==> src/rtl/alu_exec_stage.sv <==
// Two-stage elastic execute ALU: operand register (S1) feeding a result register (S2),
// with valid/ready on both sides, synchronous flush and a saturating retired-op counter.
module alu_exec_stage #(
  parameter int unsigned DATA_W = 32,
  parameter int unsigned TAG_W  = 5,
  parameter int unsigned CNT_W  = 16
) (
  input  logic              clk,
  input  logic              rst_n,
  input  logic              flush,
  input  logic              in_valid,
  output logic              in_ready,
  input  logic [3:0]        in_func,
  input  logic [DATA_W-1:0] in_a,
  input  logic [DATA_W-1:0] in_b,
  input  logic [TAG_W-1:0]  in_tag,
  output logic              out_valid,
  input  logic              out_ready,
  output logic [DATA_W-1:0] out_result,
  output logic              out_zero,
  output logic              out_ovf,
  output logic              out_illegal,
  output logic [TAG_W-1:0]  out_tag,
  output logic [CNT_W-1:0]  op_count
);

  localparam int unsigned MSB = DATA_W - 1;

  localparam logic [3:0] FN_AND  = 4'b0000;
  localparam logic [3:0] FN_OR   = 4'b0001;
  localparam logic [3:0] FN_XOR  = 4'b0010;
  localparam logic [3:0] FN_XNOR = 4'b0011;
  localparam logic [3:0] FN_ADD  = 4'b0100;
  localparam logic [3:0] FN_SUB  = 4'b1100;
  localparam logic [3:0] FN_SLT  = 4'b1101;

  logic              s1_valid;
  logic [3:0]        s1_func;
  logic [DATA_W-1:0] s1_a;
  logic [DATA_W-1:0] s1_b;
  logic [TAG_W-1:0]  s1_tag;

  logic              s2_load;
  logic              accept;
  logic              out_hs;

  logic [DATA_W-1:0] sum_c;
  logic [DATA_W-1:0] diff_c;
  logic [DATA_W-1:0] res_c;
  logic              lt_c;
  logic              ovf_c;
  logic              ill_c;

  // S1 advances into S2 when S2 is empty or draining this cycle
  assign s2_load  = s1_valid && (!out_valid || out_ready);
  assign in_ready = !flush && (!s1_valid || s2_load);
  assign accept   = in_valid && in_ready;
  assign out_hs   = out_valid && out_ready;

  // ALU on the S1 operands; unknown codes fall to the illegal default
  always_comb begin
    sum_c  = s1_a + s1_b;
    diff_c = s1_a - s1_b;
    lt_c   = $signed(s1_a) < $signed(s1_b);
    res_c  = '0;
    ovf_c  = 1'b0;
    ill_c  = 1'b0;
    case (s1_func)
      FN_AND:  res_c = s1_a & s1_b;
      FN_OR:   res_c = s1_a | s1_b;
      FN_XOR:  res_c = s1_a ^ s1_b;
      FN_XNOR: res_c = ~(s1_a ^ s1_b);
      FN_ADD: begin
        res_c = sum_c;
        ovf_c = (s1_a[MSB] == s1_b[MSB]) && (sum_c[MSB] != s1_a[MSB]);
      end
      FN_SUB: begin
        res_c = diff_c;
        ovf_c = (s1_a[MSB] != s1_b[MSB]) && (diff_c[MSB] != s1_a[MSB]);
      end
      FN_SLT:  res_c = DATA_W'(lt_c);
      default: ill_c = 1'b1;
    endcase
  end

  // S1 operand register
  always_ff @(posedge clk or negedge rst_n) begin
    if (!rst_n) begin
      s1_valid <= 1'b0;
      s1_func  <= 4'b0000;
      s1_a     <= '0;
      s1_b     <= '0;
      s1_tag   <= '0;
    end else if (flush) begin
      s1_valid <= 1'b0;
    end else if (accept) begin
      s1_valid <= 1'b1;
      s1_func  <= in_func;
      s1_a     <= in_a;
      s1_b     <= in_b;
      s1_tag   <= in_tag;
    end else if (s2_load) begin
      s1_valid <= 1'b0;
    end
  end

  // S2 result register; payload holds while stalled
  always_ff @(posedge clk or negedge rst_n) begin
    if (!rst_n) begin
      out_valid   <= 1'b0;
      out_result  <= '0;
      out_zero    <= 1'b0;
      out_ovf     <= 1'b0;
      out_illegal <= 1'b0;
      out_tag     <= '0;
    end else if (flush) begin
      out_valid <= 1'b0;
    end else if (s2_load) begin
      out_valid   <= 1'b1;
      out_result  <= res_c;
      out_zero    <= (res_c == '0);
      out_ovf     <= ovf_c;
      out_illegal <= ill_c;
      out_tag     <= s1_tag;
    end else if (out_ready) begin
      out_valid <= 1'b0;
    end
  end

  // Retired legal-op counter; a handshake in a flush cycle still counts
  always_ff @(posedge clk or negedge rst_n) begin
    if (!rst_n) begin
      op_count <= '0;
    end else if (out_hs && !out_illegal && (op_count != {CNT_W{1'b1}})) begin
      op_count <= op_count + CNT_W'(1);
    end
  end

endmodule
==> config.mk <==
export PLATFORM = sky130hd
export DESIGN_NAME = alu_exec_stage
export DESIGN_NICKNAME = d
export VERILOG_FILES = /design/src/rtl/alu_exec_stage.sv
export SDC_FILE = /design/constraint.sdc
export NUM_CORES = 1
export LEC_CHECK = 0
export CORE_MARGIN = 4
export CORE_UTILIZATION = 57
export CTS_CLUSTER_DIAMETER = 100
export DETAILED_ROUTE_END_ITERATION = 7
export HOLD_SLACK_MARGIN = 0.15
export PLACE_DENSITY_LB_ADDON = 0.2
export RECOVER_POWER = 25
export SLEW_MARGIN = 40
export SYNTH_ARGS = -nofsm -noshare
export SYNTH_HDL_FRONTEND = slang
export SYNTH_SLANG_ARGS = --single-unit
==> constraint.sdc <==
create_clock -name clk -period 4.1 [get_ports clk]
set_input_delay 0.615 -clock clk [delete_from_list [all_inputs] [get_ports clk]]
set_output_delay 0.615 -clock clk [all_outputs]
set_load 0.02 [all_outputs]
== Word-level counts from Yosys, hierarchy flattened ==
Index checks and enable logic that the tools add are counted.

* Latch bits: 0
* Bits in registers: 131
* RAM bits: 0
* Input port bits: 78
* Memory bits (read-only): 0
* Word-level logic and storage cells: 62
* Memories kept: 0

* Equality and inequality tests: 11
* Add/sub/neg operators: 3
* Bitwise logic cells: 5
* Multiply operators: 0
* Reductions and logical operators: 21
* $lt $le $gt $ge: 1
* Shift-type cells: 0
* Multiplexer cells: 9
* Divide/modulo/power cells: 0

{| class="wikitable"
|+ Operator list
! operator !! number
|-
| $pmux 32 s7 || 1
|-
| $add 32x32->32 || 1
|-
| $and 32x32->32 || 1
|-
| $logic_not 32->1 || 1
|-
| $lt 32x32->1 || 1
|-
| $not 32->32 || 1
|-
| $or 32x32->32 || 1
|-
| $sub 32x32->32 || 1
|-
| $xor 32x32->32 || 1
|-
| $add 16x1->16 const B || 1
|-
| $ne 16x16->1 const B || 1
|-
| $eq 4x2->1 const B || 2
|-
| $eq 4x4->1 const B || 2
|-
| $logic_and 1x1->1 || 8
|-
| $mux 1 || 7
|-
| $reduce_or 7->1 || 1
|-
| $reduce_bool 3->1 || 2
|-
| $eq 4x1->1 const B || 1
|-
| $eq 4x3->1 const B || 1
|-
| $logic_not 1->1 || 4
|-
| $logic_not 4->1 || 1
|-
| $reduce_and 2->1 || 2
|-
| $ne 1x1->1 || 3
|-
| $logic_or 1x1->1 || 2
|-
| 3 further kinds || 3
|}

== Longest topological paths before layout ==
* Depth after elaboration: 8
* Depth in mapped cells: 15

== Worst setup path before layout ==
OpenSTA, ideal clock, no wires.

* Kind: flip-flop to flip-flop
* From: register s1_a[3]
* To: register out_zero
* Period minus slack after synthesis: 3.571 ns
* Cell stages (with the launch flop): 15
* Arrival time: 3.467 ns
* Path slack: 0.529 ns
* Library setup time: 0.104 ns
* Path through: dfrtp_1 -> inv_1 -> ha_1 -> buf_6 -> and2_4 -> a221oi_4 -> a21oi_2 -> or4b_2 -> a32oi_1 -> xnor2_1 -> o22ai_1 -> nor4_1 -> nand4b_1 -> or4b_1 -> o41ai_2

* Cells in the longest elaborated chain, start to end: 4
* Elaborated cells on any way between the ends: 9

{| class="wikitable"
|+ Ends and longest elaborated chain
! item !! line !! text
|-
| start: declaration || 39 || <nowiki>logic [DATA_W-1:0] s1_a;</nowiki>
|-
| start signal: assignment || 99 || <nowiki>s1_a <= in_a;</nowiki>
|-
| parallel branches: the longest is 2 deep, another holds $sub 32x32->32 || -- ||
|-
| $pmux 32 s7 (*) || 68 || <nowiki>case (s1_func)</nowiki>
|-
| $logic_not 32->1 (*) || 121 || <nowiki>out_zero <= (res_c == '0);</nowiki>
|-
| end signal: assignment || 121 ||
|-
| end: declaration || 20 || <nowiki>output logic out_zero,</nowiki>
|}

Every way passes the cells marked *.
A chain may end at the register's enable or synchronous reset.

== Worst setup path in the final report ==
* From: register s1_a[0]
* To: register out_zero

Same word-level chain as after synthesis.

==> metrics.txt <==
post-synthesis share of cell area spent on full adders, half adders and majority gates 0.117; period utilization 0.960; register share of total power 0.248; combinational family with the most area after synthesis compound AO/OA/AOI/OAI gates; combinational cell fraction of total power 0.513; maximum fanout along the worst path 3; effective utilization at floorplan 0.581; crit-path most repeated cell sky130_fd_sc_hd__inv_1; total via count in the routed design roughly 10000; path class of the lowest-slack min-delay path reg -> reg; layer carrying the most global-route usage met2; post-route minimum period roughly 3900 ps; status finished, violations left; Antenna Diode Count 0; number of enable flip-flop cells after synthesis 0; drt total wl ~35000 µm; Synth Warn # 0; GRT Total Usage 0.325; estimated wirelength of the detail-placed design 26100 µm; initial antenna violation count 1; number of input and output port buffers inserted around 140; initial detailed-routing violation count roughly 1200; critical path data required time roughly 4400 ps; Fmax achieved 254 MHz; worst ir drop on vdd between 0.3 and 0.4 mV; hold_buf cts 0; Max-cap violations 1; Final nets 1556; master of the slowest instance on the critical path sky130_fd_sc_hd__or4b_1; total grt overflow 0; cells traversed along the worst timing path inv_1 -> ha_1 -> inv_1 -> fa_1 -> nor2b_1 -> o31ai_1 -> a211o_1 -> o21ai_0 -> o2111ai_2 -> nor4bb_2 -> nand4_1 -> nor4_4 -> nand4b_1 -> or4b_1 -> o41ai_2; #FFs+latches synth 131; height of the die ~150 µm; nets in the synthesized netlist around 1400; global-route met2 utilization 0.500; final routed DRC violation total 0; first-pass iteration count of the detailed router 7; average vias per placed instance approximately 6.4; wire length of the first global-routing pass approximately 56000 µm; TritonCTS clock tree yes; floorplan core area between 15000 and 20000 µm²; number of rows in the core area 50; sink count of the clock tree 131; GRT met1 Usage 0.463; routed wirelength normalized by instance count ~22 µm; design internal power about 3.9 mW; die area ~21000 µm²; multiplexer area fraction after synthesis 0.116; worst slew margin relative to its limit -0.918; startpoint type of the worst setup path flop; relative area change from synthesis to final layout 22.1%; Syn Area/Cell just under 9 µm²; pin count of the biggest net entering global routing 74; PD cells between 500 and 600 nW/µm²; number of buffers on the longest clock path 2; Routability Congestion approximately 1.0; worst skew pair latency 440 ps; standby leakage power ~6 nW; violated checks capacitance limit, slew limit; maximum single-stage delay on the critical path roughly 530 ps; number of pins exceeding their max-slew limit in the final report 56; dominant register cell in the synthesized netlist sky130_fd_sc_hd__dfrtp_1; reported net switching power ~3 mW; Synth Area in Compound Gates 0.233; IO Pins around 140; power share of the clock group 0.239; count of non-filler cells in the finished layout between 1500 and 2000; final hold vios 0; cell at the root of the clock tree sky130_fd_sc_hd__clkbuf_16; Worst-Margin Slew 2880 ps; cell area after layout between 10000 and 15000 µm²; final hold slack roughly 480 ps; via count of the first global-routing pass approximately 10000; deepest level of the CTS H-tree 4; sequential share of the synthesized area 0.301; placed cells 1592; global-route met3 utilization 0.0627; post-route ant nets 0; Clock Skew around 13 ps; synthesized area 10900 µm²; number of buffers created by CTS 17; Worst setup EP type flop; Reg clk slew, reported paths around 70 ps; arrival time of the worst setup path about 4300 ps; horizontal extent of the die about 150 µm; Mapped Cells roughly 1200; fraction of final layout cells with drive strength greater than 1 0.155; final setup violating endpoints 0; number of distinct standard cells referenced by the synthesized netlist 89; post-synthesis async set-or-reset flop share 1.00; switching fraction of total power 0.438; post-synthesis xor/xnor area fraction 0.0257; placed cell area ~13000 µm²; FF-to-FF setup slack around 170 ps; fraction of the mapped netlist area in simple logic gates 0.143; Setup Crit Path Kind reg -> reg
-- layout make-up --
cell class,count,area [µm²]
repair buffers,184,1720
flip-flops and latches,131,3280
well taps,234,293
clock buffers,17,425
multi-input cells,940,7020
fillers,1475,5450
inverters,103,387
clock inverters,15,186
-- state kept, by name, indices dropped and copies added, names as in the netlist --
name and count:
out_zero 1, out_valid 1, out_result 32, out_tag 5
out_ovf 1, s1_a 32, s1_func 4, s1_valid 1
s1_b 32, op_count 16, out_illegal 1, s1_tag 5
-- metrics by stage --
| stage | TNS (ps) | setup WS, ps | utilization | total power [mW] |
|---|---|---|---|---|
| detailed placement | 0 | 88.4 | 0.673 | 5.08 |
| CTS | 0 | 35.5 | 0.706 | 6.74 |
| global route | -1.81 | -1.81 | 0.709 | 7.23 |
| global placement | 0 | 168 | 0.673 | 5.04 |
| finish | 0 | 165 | 0.709 | 6.86 |
| floorplan | 0 | 529 | - | 3.94 |
-- placed cells by master (no fill, tap or decap), drive strengths merged, types with 7 or more instances in the layout --
cell           synthesis  final
clkdlybuf4s50          0    133
dfrtp                131    131
inv                  103    113
nand2                102    102
a21oi                100    100
ha                    99     99
mux2                  81     81
nor2                  80     80
o21ai                 71     71
buf                   24     48
mux2i                 35     35
nor3                  29     29
xnor2                 25     25
a22o                  23     23
a21o                  21     21
nand3                 20     20
clkbuf                50     19
nand4                 17     17
o31ai                 15     15
o22ai                 14     14
o211ai                14     14
nor4                  13     13
a31oi                 11     11
o31a                  10     10
a211oi                10     10
nor2b                  8      8
and3                   8      8
or2                    8      8
a221oi                 8      8
o21bai                 7      7
xor2                   7      7
a22oi                  7      7
-- power groups by stage --
stage / Sequential (mW) / Clock (mW) / Combinational, mW
after floorplan: 1.79 / 0 / 2.14
after global placement: 1.71 / 0 / 3.33
after detailed placement: 1.72 / 0 / 3.36
after CTS: 1.70 / 1.65 / 3.39
after global routing: 1.73 / 1.72 / 3.78
final: 1.70 / 1.64 / 3.52
-- worst max-delay path, delay by kind of cell, from the launching register on --
family	cells	cell delay [ps]
flops	1	380
buf+inv	2	150
compound gates	5	1110
simple gates	6	1750
fa+ha+maj	2	440
-- kinds of logic (layout without fill, tap and decap cells) --
kind of cell	Yosys count	after routing
and+or+nand+nor	321	321
adders and majority gates	101	101
AOI/OAI and AO/OA	370	370
DFF	131	131
xor gates and xnor gates	32	32
muxes	116	116
buffers and inverters	177	319
-- what timing repair did --
action                     4_1_cts  5_1_grt
gates resized for setup          0       13
setup endpoints to repair        0        1
hold endpoints to repair         0        0
buffers inserted                 0        0
-- final timing paths --
path / from / to / cells past startpoint
worst max register to register: s1_a[0]$_DFFE_PN0P_ / out_zero$_DFFE_PN0P_ / 15
min in group asynchronous: rst_n / s1_b[2]$_DFFE_PN0P_ / 1
worst max-delay path: s1_a[0]$_DFFE_PN0P_ / out_zero$_DFFE_PN0P_ / 15
worst min-delay path: out_ovf$_DFFE_PN0P_ / out_ovf$_DFFE_PN0P_ / 2
worst min register to register: out_ovf$_DFFE_PN0P_ / out_ovf$_DFFE_PN0P_ / 2
max in group asynchronous: rst_n / op_count[12]$_DFFE_PN0P_ / 2
-- routing by layer --
metal,part of all wire,routed length [µm],vias to the layer above
met5,0.00037,13,-
met1,0.44,15500,5015
met2,0.44,15400,574
met3,0.086,3020,108
met4,0.035,1250,2
li1,-,-,4772
-- synth_stat cells (all sizes together) (17+ instances only) --
master  instances  share of area
dfrtp         131           0.30
inv           103          0.035
nand2         102          0.035
a21oi         100          0.047
ha             99           0.11
mux2           81          0.084
nor2           80          0.028
o21ai          71          0.033
clkbuf         50          0.017
mux2i          35          0.032
nor3           29          0.014
xnor2          25          0.020
buf            24          0.012
a22o           23          0.019
a21o           21          0.015
nand3          20         0.0096
nand4          17         0.0098
Power figures use the tool's default switching activity.
